$ cat src/rtl/mem_arbiter_if.sv
// mem_arbiter_if: fetch port, data port and RAM-side signals of the shared-memory arbiter
interface mem_arbiter_if #(
    parameter int DATA_WIDTH    = 32,
    parameter int ADDRESS_WIDTH = 9
);
    logic                     if_req;
    logic [ADDRESS_WIDTH-1:0] if_addr;
    logic                     if_ack;
    logic [DATA_WIDTH-1:0]    if_rdata;
    logic                     dm_req;
    logic                     dm_we;
    logic [ADDRESS_WIDTH-1:0] dm_addr;
    logic [DATA_WIDTH-1:0]    dm_wdata;
    logic                     dm_ack;
    logic [DATA_WIDTH-1:0]    dm_rdata;
    logic                     mem_read;
    logic                     mem_write;
    logic [ADDRESS_WIDTH-1:0] mem_address;
    logic [DATA_WIDTH-1:0]    mem_data_in;
    logic [DATA_WIDTH-1:0]    mem_data_out;
    logic                     busy;

    modport slave (
        input  if_req, if_addr, dm_req, dm_we, dm_addr, dm_wdata, mem_data_out,
        output if_ack, if_rdata, dm_ack, dm_rdata, mem_read, mem_write, mem_address, mem_data_in, busy
    );

    modport master (
        output if_req, if_addr, dm_req, dm_we, dm_addr, dm_wdata, mem_data_out,
        input  if_ack, if_rdata, dm_ack, dm_rdata, mem_read, mem_write, mem_address, mem_data_in, busy
    );
endinterface

$ cat src/rtl/mem_arbiter.sv
// mem_arbiter: round-robin arbiter sharing one single-port RAM between a fetch port and a data port
module mem_arbiter #(
    parameter int DATA_WIDTH    = 32,
    parameter int ADDRESS_WIDTH = 9
) (
    input logic          Clock,
    input logic          clear,
    mem_arbiter_if.slave bus
);
    typedef enum logic [1:0] {IDLE = 2'd0, ACCESS = 2'd1, COMPLETE = 2'd2} state_t;

    state_t                   r_state, w_next;
    logic                     r_grant_dm, r_we, r_last_dm;
    logic [ADDRESS_WIDTH-1:0] r_addr;
    logic [DATA_WIDTH-1:0]    r_wdata, r_if_rdata, r_dm_rdata;
    logic                     w_start, w_pick_dm;

    // next state, grant choice (data port wins a tie only if fetch was served last) and output decode
    always_comb begin
        w_next    = IDLE;
        w_start   = 1'b0;
        w_pick_dm = bus.dm_req && (!bus.if_req || !r_last_dm);
        case (r_state)
            IDLE: begin
                w_start = bus.if_req || bus.dm_req;
                w_next  = w_start ? ACCESS : IDLE;
            end
            ACCESS:  w_next = COMPLETE;
            default: w_next = IDLE;
        endcase
        bus.busy        = r_state != IDLE;
        bus.mem_read    = r_state == ACCESS && !r_we;
        bus.mem_write   = r_state == ACCESS && r_we;
        bus.if_ack      = r_state == COMPLETE && !r_grant_dm;
        bus.dm_ack      = r_state == COMPLETE && r_grant_dm;
        bus.mem_address = r_addr;
        bus.mem_data_in = r_wdata;
        bus.if_rdata    = r_if_rdata;
        bus.dm_rdata    = r_dm_rdata;
    end

    // state register; unused encodings fall back to IDLE through the default branch above
    always_ff @(posedge Clock) begin
        if (clear)
            r_state <= IDLE;
        else
            r_state <= w_next;
    end

    // latch the granted request, record the last grant and capture read data on completion
    always_ff @(posedge Clock) begin
        if (clear) begin
            r_grant_dm <= 1'b0;
            r_we       <= 1'b0;
            r_last_dm  <= 1'b1;
            r_addr     <= '0;
            r_wdata    <= '0;
            r_if_rdata <= '0;
            r_dm_rdata <= '0;
        end else begin
            if (w_start) begin
                r_grant_dm <= w_pick_dm;
                r_we       <= w_pick_dm && bus.dm_we;
                r_addr     <= w_pick_dm ? bus.dm_addr : bus.if_addr;
                if (w_pick_dm)
                    r_wdata <= bus.dm_wdata;
            end
            if (r_state == COMPLETE) begin
                r_last_dm <= r_grant_dm;
                if (!r_we && r_grant_dm)
                    r_dm_rdata <= bus.mem_data_out;
                if (!r_we && !r_grant_dm)
                    r_if_rdata <= bus.mem_data_out;
            end
        end
    end
endmodule

$ cat src/flat_wrapper.sv
// flat-port wrapper written by rule: the top's interface ports become plain ports
module mem_arbiter_flat 
#(
    parameter int DATA_WIDTH    = 32,
    parameter int ADDRESS_WIDTH = 9
)
  (Clock, clear, bus_if_req, bus_if_addr, bus_dm_req, bus_dm_we, bus_dm_addr, bus_dm_wdata, bus_mem_data_out, bus_if_ack, bus_if_rdata, bus_dm_ack, bus_dm_rdata, bus_mem_read, bus_mem_write, bus_mem_address, bus_mem_data_in, bus_busy);
  mem_arbiter_if #(.DATA_WIDTH(DATA_WIDTH), .ADDRESS_WIDTH(ADDRESS_WIDTH)) bus_i ();
  input logic Clock;
  input logic clear;
  input wire logic [$bits(bus_i.if_req)-1:0] bus_if_req;
  input wire logic [$bits(bus_i.if_addr)-1:0] bus_if_addr;
  input wire logic [$bits(bus_i.dm_req)-1:0] bus_dm_req;
  input wire logic [$bits(bus_i.dm_we)-1:0] bus_dm_we;
  input wire logic [$bits(bus_i.dm_addr)-1:0] bus_dm_addr;
  input wire logic [$bits(bus_i.dm_wdata)-1:0] bus_dm_wdata;
  input wire logic [$bits(bus_i.mem_data_out)-1:0] bus_mem_data_out;
  output wire logic [$bits(bus_i.if_ack)-1:0] bus_if_ack;
  output wire logic [$bits(bus_i.if_rdata)-1:0] bus_if_rdata;
  output wire logic [$bits(bus_i.dm_ack)-1:0] bus_dm_ack;
  output wire logic [$bits(bus_i.dm_rdata)-1:0] bus_dm_rdata;
  output wire logic [$bits(bus_i.mem_read)-1:0] bus_mem_read;
  output wire logic [$bits(bus_i.mem_write)-1:0] bus_mem_write;
  output wire logic [$bits(bus_i.mem_address)-1:0] bus_mem_address;
  output wire logic [$bits(bus_i.mem_data_in)-1:0] bus_mem_data_in;
  output wire logic [$bits(bus_i.busy)-1:0] bus_busy;
  assign bus_i.if_req = bus_if_req;
  assign bus_i.if_addr = bus_if_addr;
  assign bus_i.dm_req = bus_dm_req;
  assign bus_i.dm_we = bus_dm_we;
  assign bus_i.dm_addr = bus_dm_addr;
  assign bus_i.dm_wdata = bus_dm_wdata;
  assign bus_i.mem_data_out = bus_mem_data_out;
  assign bus_if_ack = bus_i.if_ack;
  assign bus_if_rdata = bus_i.if_rdata;
  assign bus_dm_ack = bus_i.dm_ack;
  assign bus_dm_rdata = bus_i.dm_rdata;
  assign bus_mem_read = bus_i.mem_read;
  assign bus_mem_write = bus_i.mem_write;
  assign bus_mem_address = bus_i.mem_address;
  assign bus_mem_data_in = bus_i.mem_data_in;
  assign bus_busy = bus_i.busy;
  mem_arbiter #(.DATA_WIDTH(DATA_WIDTH), .ADDRESS_WIDTH(ADDRESS_WIDTH)) u_core (.Clock(Clock), .clear(clear), .bus(bus_i));
endmodule
$ cat config.mk
export PLATFORM = sky130hd
export DESIGN_NAME = mem_arbiter_flat
export DESIGN_NICKNAME = d
export VERILOG_FILES = /design/src/rtl/mem_arbiter_if.sv /design/src/rtl/mem_arbiter.sv /design/src/flat_wrapper.sv
export SDC_FILE = /design/constraint.sdc
export NUM_CORES = 1
export LEC_CHECK = 0
export BUFFER_PORTS_ARGS = -buffer_cell sky130_fd_sc_hd__buf_4
export CAP_MARGIN = 20
export CORE_MARGIN = 3
export CORE_UTILIZATION = 46
export DETAILED_ROUTE_END_ITERATION = 16
export GPL_TIMING_DRIVEN = 0
export PLACE_DENSITY = 0.86
export SLEW_MARGIN = 20
export SYNTH_ARGS = -nofsm -noshare
export SYNTH_HDL_FRONTEND = slang
export SYNTH_SLANG_ARGS = --single-unit
export TNS_END_PERCENT = 50
$ cat constraint.sdc
create_clock -name Clock -period 1.65 [get_ports Clock]
set_input_delay 0.33 -clock Clock [delete_from_list [all_inputs] [get_ports Clock]]
set_output_delay 0.33 -clock Clock [all_outputs]
set_load 0.005 [all_outputs]
==> results.md <==
- Unrepaired setup endpoints after global routing: no
- Pwr dens: 866 nW/µm²
- Number of synthesized flops with an enable pin: 0
- Yosys reg bits: 110
- Clock Sink Count: 110
- First-pass GRT wire length: 19.4 mm
- Critical path required time: 1.32 ns
- Fraction of power consumed by combinational cells: around 15%
- Final slew viol count: 0
- Number of global-route vias before repair: 4114
- Flop2flop setup slack: 0.12 ns
- TritonCTS buffer count: 9
- Die Span X: 100 µm
- Internal power: between 3000 and 4000 µW
- Number of distinct library cells after synthesis: 25
- Height of the die: 100 µm
- Initial cell density of the core: between 40% and 50%
- Number of top-level pins: 197
- DRC violations left: 0
- Status: finished, final reports clean
- PortBufs: 195
- Via density: 5.21
- Switching part of the total: roughly a quarter
- Post-route design area: 5850 µm²
- Portion of total power attributed to sequential cells: 55.9%
- Total vias in the final route: 4277
- Die Area: ~10000 µm²
- Largest net degree at the start of global routing: 20
- Area growth, synth to finish: 43.8%
- Net count of the mapped netlist: about 590
- FP Rows: 33
- Total of endpoints with negative setup slack in the final report: 0
- Top-area cell type share of the netlist area: 54.1%
- Syn. warnings: 0
- Maximum resistive drop on vdd: a little over 500 µV
- Most instantiated flip-flop cell in the synthesis netlist: sky130_fd_sc_hd__dfxtp_1
- Signal arrival time at the worst endpoint: 1.26 ns
- Type of the worst setup path: reg2out
- Most common cell in the synthesized netlist: sky130_fd_sc_hd__nand2_1
- Total half-perimeter wirelength after legalization and detailed placement: 9.48 mm
- Share of flip-flops with an asynchronous set or reset after synthesis: 0%
- Maximum achievable frequency: 629 MHz
- Max_cap viols: 0
- Number of detailed-route iterations in the first pass: 5
- Routed wire per std cell: approximately 15 µm
- Count of mapped cells out of synthesis: 505
- Diode insertion count for antenna repair: 0
- Clock latency reported for the late side of the worst-skew pair: approximately 0.35 ns
- # H-tree levels: 3
- Core occupancy in the finished layout: 69.8%
- Switching power summed over all nets: roughly 1400 µW
- FF/Latch Area: 2210 µm²
- Final Critical Period: 1.59 ns
- Layout cell share with drive strength beyond 1: 33.5%
- Synthesized area per cell: between 8 and 9 µm²
- Fill cell total of the finished layout: 716
- Overall routed net length: 12.2 mm
- Combined global-route utilization of all metal layers: 23.6%
- Slew at the pin closest to its max-slew limit: approximately 0.52 ns
- Library cell used as clock root buffer: sky130_fd_sc_hd__clkbuf_8
- Top cell types by occurrence after synthesis: sky130_fd_sc_hd__nand2_1 (147), sky130_fd_sc_hd__dfxtp_1 (110), sky130_fd_sc_hd__a21oi_1 (107)
- Startpoint kind of the worst setup timing path: flip-flop
- TritonCTS clock tree: done
- Total core area: 8380 µm²
- Clock Skew: slightly below 0.008 ns
- Biggest area contributors in the synthesized netlist: sky130_fd_sc_hd__dfxtp_1 (54%), sky130_fd_sc_hd__nand2_1 (14%), sky130_fd_sc_hd__a21oi_1 (13%)
- Share of synthesized area occupied by flip-flops and latches: between 50% and 60%
- Post-route antenna net violation count: 0
- Share of the clock period used by the worst path after layout: a little over nine tenths
- Aggregate global routing overflow: 0
- Largest driver fanout on the critical path: 7
- Area occupied by multi-input gates: 1660 µm²
- Number of hold violations in the final report: 0
- Post-Synthesis Cell Area: 4070 µm²
- Worst relative slew slack: about 65%
- Hold/Removal Path Class: in2reg
- Power share of the clock group: 28.9%
- Antenna violations before repair: 0
- GP Congestion: 0.852
- Most area-hungry cell type in the Yosys netlist: sky130_fd_sc_hd__dfxtp_1
- Static leakage power: approximately 0.0024 µW
- CTS clock-pin slew for the worst setup and hold paths: 0.10 ns
- Standard cell area after detailed placement: 5660 µm²
- Net count reported at finish: around 800
- Clock Tree Buf Depth: 2
- Drt initial violations: 134
- Crit end category: output port
==> cell families (layout without fill, tap and decap cells) <==
group / count (synthesis) / after routing / synth area share [%]
flip-flops: 110 / 110 / 54.1
AND/OR/NAND/NOR: 196 / 196 / 20.6
buffers and inverters: 46 / 257 / 5.26
AO/OA/AOI/OAI: 153 / 153 / 20.0
==> power by group through the flow <==
| stage | combinational, µW | sequential [µW] | clock (µW) |
|---|---|---|---|
| 2_1_floorplan | 322 | 2890 | 0 |
| 3_3_place_gp | 751 | 2880 | 0 |
| 3_5_place_dp | 771 | 2890 | 0 |
| 4_1_cts | 775 | 2830 | 1500 |
| 5_1_grt | 850 | 2850 | 1620 |
| 6_report | 772 | 2830 | 1470 |
==> state kept, by name (all words and copies together) (netlist names) <==
name and flops:
u_core.r_last_dm 1, u_core.bus.mem_address 9, u_core.bus.dm_rdata 32, u_core.bus.if_rdata 32
u_core.r_grant_dm 1, u_core.bus.mem_data_in 32, u_core.r_state 2, u_core.r_we 1
==> critical path: stages, from the launching register on <==
cell	delay, ns
sky130_fd_sc_hd__dfxtp_2	0.38
sky130_fd_sc_hd__nand2b_1	0.21
sky130_fd_sc_hd__nor2_1	0.18
sky130_fd_sc_hd__buf_4	0.15
==> layout make-up <==
cell class / count / share of cell area [%]
plain buffers: 42 / 3.42
clock buffers: 10 / 2.18
clock inverters: 6 / 0.770
inverters: 3 / 0.235
multi-input cells: 349 / 28.3
flip-flops and latches: 110 / 37.7
well taps: 105 / 2.25
repair buffers: 196 / 25.1
==> timing repair <==
| action | CTS | global route |
|---|---|---|
| gates cloned | 0 | 0 |
| setup buffers | 1 | 0 |
| hold buffers | 0 | 0 |
| pin swaps | 1 | 0 |
| gates resized for setup | 3 | 4 |
| setup endpoints to repair | 5 | 4 |
==> layer usage <==
metal | vias up | part of all wire [%] | GRT usage, %
li1 | 2109 | - | -
met1 | 1951 | 39 | 27.8
met3 | 32 | 10 | 8.27
met4 | 0 | 2.7 | 8.70
met2 | 185 | 48 | 39.7
met5 | - | 0 | 0
==> per-stage QoR <==
stage	setup TNS [ns]	power [µW]	hold WS [ns]	setup slack, ns	std cells
after floorplan	0	3210	0.453	0.270	505
after CTS	0	5100	0.206	0.00343	821
after global placement	-0.0167	3640	0.442	-0.0167	805
after global routing	0	5310	0.199	0.00713	821
after detailed placement	-0.0482	3660	0.448	-0.0360	805
final	0	5070	0.225	0.0601	821
==> cells in the final DEF (no fill, tap or decap), drive strengths merged, types with 2 or more instances in the layout <==
cell type	n
clkinv	4
clkbuf	38
inv	5
nand2	147
nor2	8
nand2b	2
a21oi	107
a311oi	9
nand3	33
dfxtp	110
buf	210
o21ai	34
==> final timing paths <==
| kind | start | endpoint | cells after the start |
|---|---|---|---|
| min | bus_mem_data_out[6] | u_core.bus.if_rdata[6]$_SDFFE_PP0P_ | 3 |
| min reg2reg | u_core.bus.if_rdata[9]$_SDFFE_PP0P_ | u_core.bus.if_rdata[9]$_SDFFE_PP0P_ | 2 |
| max | u_core.r_state[0]$_SDFF_PP0_ | bus_dm_ack | 3 |
| max reg2reg | u_core.r_we$_SDFFE_PP0P_ | u_core.bus.dm_rdata[6]$_SDFFE_PP0P_ | 5 |
Power figures use the tool's default switching activity.
